===== src/rtl/fetch_refill_ctrl.sv =====
// Instruction-miss refill sequencer: stalls fetch, bursts a line from the memory bus into the I-mem fill port.
// Optional build macro REFILL_CRITICAL_WORD_FIRST_EN starts the burst at the missed word and wraps within the line.
module fetch_refill_ctrl #(
    parameter int LINE_WORDS = 4,
    parameter int ADDR_W     = 32,
    parameter int DATA_W     = 32
) (
    input  logic              Clk,
    input  logic              Rst,
    input  logic              Imiss,
    input  logic [ADDR_W-1:0] MissAddr,
    output logic              FetchStall,
    output logic              MemReq,
    output logic [ADDR_W-1:0] MemAddr,
    input  logic              MemGnt,
    input  logic              MemRValid,
    input  logic [DATA_W-1:0] MemRData,
    output logic              FillWe,
    output logic [ADDR_W-1:0] FillAddr,
    output logic [DATA_W-1:0] FillData,
    output logic              FillDone,
    output logic [31:0]       MissCount
);

    localparam int IDX_W = $clog2(LINE_WORDS);
    localparam int OFF_W = IDX_W + 2;
    localparam logic [IDX_W-1:0] LAST_BEAT = IDX_W'(LINE_WORDS - 1);

    typedef enum logic [1:0] {
        ST_IDLE  = 2'd0,
        ST_REQ   = 2'd1,
        ST_BURST = 2'd2,
        ST_DONE  = 2'd3
    } state_t;

    state_t                    state_r;
    logic [IDX_W-1:0]          beat_r;
    logic [ADDR_W-OFF_W-1:0]   line_r;
    logic                      mem_req_r;
    logic [ADDR_W-1:0]         mem_addr_r;
    logic                      fill_done_r;
    logic [31:0]               miss_count_r;
    logic [ADDR_W-1:0]         start_addr_s;
    logic [IDX_W-1:0]          fill_word_s;
    logic                      fill_we_s;
    logic                      unused_s;

`ifdef REFILL_CRITICAL_WORD_FIRST_EN
    logic [IDX_W-1:0]          idx_r;

    assign start_addr_s = {MissAddr[ADDR_W-1:2], 2'b00};
    assign fill_word_s  = idx_r + beat_r;
    assign unused_s     = ^MissAddr[1:0];

    // Missed word index, only needed to rotate the fill order.
    always_ff @(posedge Clk) begin
        if (Rst) begin
            idx_r <= {IDX_W{1'b0}};
        end else if ((state_r == ST_IDLE) && Imiss) begin
            idx_r <= MissAddr[OFF_W-1:2];
        end else begin
            idx_r <= idx_r;
        end
    end
`else
    assign start_addr_s = {MissAddr[ADDR_W-1:OFF_W], {OFF_W{1'b0}}};
    assign fill_word_s  = beat_r;
    assign unused_s     = ^MissAddr[OFF_W-1:0];
`endif

    // Refill sequencer with registered bus request, address, completion pulse and counter.
    always_ff @(posedge Clk) begin
        if (Rst) begin
            state_r      <= ST_IDLE;
            beat_r       <= {IDX_W{1'b0}};
            line_r       <= {(ADDR_W-OFF_W){1'b0}};
            mem_req_r    <= 1'b0;
            mem_addr_r   <= {ADDR_W{1'b0}};
            fill_done_r  <= 1'b0;
            miss_count_r <= 32'd0;
        end else begin
            case (state_r)
                ST_IDLE: begin
                    fill_done_r <= 1'b0;
                    if (Imiss) begin
                        line_r     <= MissAddr[ADDR_W-1:OFF_W];
                        mem_addr_r <= start_addr_s;
                        mem_req_r  <= 1'b1;
                        state_r    <= ST_REQ;
                    end else begin
                        state_r    <= ST_IDLE;
                    end
                end
                ST_REQ: begin
                    if (MemGnt) begin
                        mem_req_r <= 1'b0;
                        beat_r    <= {IDX_W{1'b0}};
                        state_r   <= ST_BURST;
                    end else begin
                        state_r   <= ST_REQ;
                    end
                end
                ST_BURST: begin
                    if (MemRValid) begin
                        // Counter wraps to zero naturally on the last beat.
                        beat_r <= beat_r + IDX_W'(1);
                        if (beat_r == LAST_BEAT) begin
                            fill_done_r <= 1'b1;
                            state_r     <= ST_DONE;
                        end else begin
                            state_r     <= ST_BURST;
                        end
                    end else begin
                        state_r <= ST_BURST;
                    end
                end
                ST_DONE: begin
                    fill_done_r <= 1'b0;
                    if (miss_count_r != 32'hFFFF_FFFF) begin
                        miss_count_r <= miss_count_r + 32'd1;
                    end else begin
                        miss_count_r <= miss_count_r;
                    end
                    state_r <= ST_IDLE;
                end
                default: begin
                    state_r     <= ST_IDLE;
                    mem_req_r   <= 1'b0;
                    fill_done_r <= 1'b0;
                end
            endcase
        end
    end

    // Fill port follows the read beat in the same cycle; zero whenever not writing.
    always_comb begin
        fill_we_s = 1'b0;
        FillAddr  = {ADDR_W{1'b0}};
        FillData  = {DATA_W{1'b0}};
        if (!Rst && (state_r == ST_BURST) && MemRValid) begin
            fill_we_s = 1'b1;
            FillAddr  = {line_r, fill_word_s, 2'b00};
            FillData  = MemRData;
        end else begin
            fill_we_s = 1'b0;
        end
    end

    assign FillWe     = fill_we_s;
    assign FetchStall = Imiss | (state_r != ST_IDLE);
    assign MemReq     = mem_req_r;
    assign MemAddr    = mem_addr_r;
    assign FillDone   = fill_done_r;
    assign MissCount  = miss_count_r;

endmodule


===== config.mk =====
export PLATFORM = sky130hd
export DESIGN_NAME = fetch_refill_ctrl
export DESIGN_NICKNAME = d
export VERILOG_FILES = /design/src/rtl/fetch_refill_ctrl.sv
export SDC_FILE = /design/constraint.sdc
export NUM_CORES = 1
export LEC_CHECK = 0
export ABC_CLOCK_PERIOD_IN_PS = 3070
export BUFFER_PORTS_ARGS = -buffer_cell sky130_fd_sc_hd__buf_2
export CAP_MARGIN = 20
export CELL_PAD_IN_SITES_DETAIL_PLACEMENT = 0
export CELL_PAD_IN_SITES_GLOBAL_PLACEMENT = 1
export CORE_AREA = 2 2 107 109
export CTS_CLUSTER_DIAMETER = 120
export DETAILED_ROUTE_END_ITERATION = 6
export DIE_AREA = 0 0 109 111
export PLACE_DENSITY_LB_ADDON = 0.08
export SYNTH_ARGS = -nofsm -noshare
export SYNTH_HDL_FRONTEND = slang
export SYNTH_SLANG_ARGS = --single-unit
export TNS_END_PERCENT = 5

===== constraint.sdc =====
create_clock -name Clk -period 3.07 [get_ports Clk]
set_input_delay 0.1535 -clock Clk [delete_from_list [all_inputs] [get_ports Clk]]
set_output_delay 0.1535 -clock Clk [all_outputs]
set_load 0.01 [all_outputs]

==> impl_metrics.toml <==
[outcome]
status = "finished clean"

[pwr]
seqPwrFrac = 0.433
power_switching_share = 0.225
p_clk_frac = 0.487
switchingPower_mw = 0.468
vdd_drop_max_v = 0.000312
leakage_nw = 2.36
power_frac_comb = 0.081
p_int_mw = 1.62
powerDensity_nw_per_um2 = 432

[timing]
drv_slew = 0
period_minus_slack_ns = 2.12
hold_viol = 0
fmax_mhz = 471
hold_ws_ns = 0.0671
slew_headroom = 0.368
worst_pin_slew_ns = 0.945
rsz0062_at_grt = "false"
finClkSkew_ns = 0.00541
finalSetupViolCount = 0
setup_tns_ns = 0
fin_crit_sh = 0.692

[worst_setup_path]
worst-path-max-fanout = 62
worst_ep_arrival_time_ns = 1.97
crit_required_ns = 2.92
endpoint_kind = "output pin"
start_kind = "flip-flop"
critical_path_class = "flip-flop to output pin"

[layout]
multiInputGateArea_um2 = 2030
drive_gt1_frac = 0.372
finalNetCount = 697
fillers = 1144
areaGrowthSynthToFinish_pct = 36.0
antenna_cells = 0
register_area_um2 = 1320

[grt]
grt.overflow.total = 0
grt_max_degree = 63
grt_pass1_wl_mm = 15.9
first_global_vias = 3134
antenna_found_initial = 0
grtUsageTotal = 0.161

[drt]
ant_nets = 0
routedWlPerCell_um = 12.9
via_count = 3585
via_per_inst = 4.67
drt_iter0_drc = 110
drc = 0
first_pass_iters = 4
routed_wl_mm = 9.88

[synthesis]
synth_edf_count = 0
yosysTopAreaCellShare = 0.372
synth_area_leader_cell = "dfxtp_1"
ys_seq_area_frac = 0.372
synth_flop_cell = "dfxtp_1"
synth_area_um2 = 3550
yosys_warnings = 0
synth.top_cells.by_area = "dfxtp_1 (37%), and2_1 (11%), nand2_1 (7.5%)"
netlist_instances = 442
avgSynthCellArea_um2 = 8.03
async_flop_share = 0
synth_most_common_cell = "nand2_1"
synth-seq-cells = 66
synth_cell_types = 46
synth.cells.most_frequent = "nand2_1 (71), dfxtp_1 (66), and2_1 (62)"

[clocking]
clock-sinks = 66
cts-resized-gates = 0
cts_buffers = 9
cts_tree = "built"
cts_hold_buf = 0
clockBufferDepth = 2
clockRootBuffer = "clkbuf_16"
clk_latency_ns = 0.32
postCtsSetupRepairBufs = 0
cts.clk_slew.worst_paths_ns = 0.05
h-tree-depth = 3

[die]
num_io_pins = 201
start_util = 0.320
core_area_um2 = 11100
dieArea_um2 = 12100
rows = 39
die_h_um = 111
fp.dieW_um = 109

[placement]
io_buffers = 190
dpl.hpwl_mm = 7.34
globalplace.congestion = 0.740

[hold_path]
hp-class = "input port to flip-flop"

[flow_run]
maxCapViolations = 0
-- path summary, 6_finish.rpt --
path / cells after the start / slack [ns] / endpoint / startpoint
setup / recovery: 7 / 0.95 / FillAddr[26] / state_r[0]
hold / removal: 3 / 0.07 / line_r[20] / MissAddr[24]
setup reg to reg: 5 / 1.01 / MissCount[21] / state_r[0]
hold reg to reg: 2 / 0.46 / line_r[27] / line_r[27]
-- layout make-up --
type	instances	share of cell area
clock buffers	11	0.0524
clock inverters	3	0.00829
inverters	5	0.00389
multi-input cells	344	0.420
flip-flops and latches	66	0.274
well taps	143	0.0371
repair buffers	195	0.205
-- kinds of logic (layout without fill, tap and decap cells) --
group	Yosys count	in the layout	synth area share
simple gates	231	231	0.361
mux	7	7	0.0212
flops	66	66	0.372
fa+ha+maj	7	7	0.0247
compound gates	86	86	0.140
other cells	1	6	0.00106
buf+inv	37	214	0.0624
xor+xnor	7	7	0.0173
-- layout by cell type, fill, tap and decap left out, types with 2 or more instances in the layout --
cell type,instances
o21ai_0,16
nor3_1,2
and4_4,5
and2_2,2
buf_4,5
nand4_4,2
and2_1,62
clkbuf_16,9
a22oi_1,2
buf_2,190
nor2b_1,4
nand2b_1,4
or4_1,3
mux2_2,4
clkbuf_8,2
dfxtp_1,66
nor2_1,22
and3_1,3
ha_1,7
or3_1,13
nand4_1,11
and4_2,3
a31oi_1,6
o31ai_1,3
a31o_2,2
nand2_1,71
xnor2_1,6
nand3_1,15
a21oi_1,51
inv_1,5
mux2i_1,3
clkinv_2,2
conb_1,6
and4_1,5
-- power by group through the flow --
stage	combinational (mW)	sequential (mW)	clock, mW
6_report	0.168	0.902	1.01
3_3_place_gp	0.169	0.918	0
2_1_floorplan	0.0822	0.928	0
4_1_cts	0.171	0.902	1.05
3_5_place_dp	0.171	0.920	0
5_1_grt	0.191	0.905	1.09
-- sequential cells by signal, summed over array words and instances, names as in the netlist, named ones only --
signal / cells
beat_r: 2
FillDone: 1
MissCount: 32
state_r: 1
line_r: 28
MemReq: 1
-- stage by stage --
stage | std cells | instance area (µm²) | power (mW) | util | setup WS (ns)
final | 767 | 4830 | 2.08 | 0.436 | 0.945
after global routing | 767 | 4830 | 2.18 | 0.436 | 0.719
after CTS | 767 | 4830 | 2.12 | 0.436 | 0.920
after detailed placement | 753 | 4530 | 1.09 | 0.409 | 1.02
after global placement | 753 | 4530 | 1.09 | 0.409 | 1.01
after floorplan | 447 | 3570 | 1.01 | - | 1.18
-- critical path, cell delays in order (launching register included) --
cell,delay (ns)
dfxtp_1,0.34
inv_1,0.13
ha_1,0.28
nand2_1,0.11
nor2_2,0.09
buf_4,0.37
and2_1,0.19
buf_2,0.12
-- metal layers --
| metal | track usage | vias up | share of wire |
|---|---|---|---|
| met3 | 0.0282 | 8 | 0.052 |
| li1 | - | 1877 | - |
| met2 | 0.260 | 89 | 0.47 |
| met4 | 0.0487 | 0 | 0.011 |
| met1 | 0.218 | 1611 | 0.47 |
| met5 | 0 | - | 0 |
Note: power is estimated with default switching activity, not from simulation.
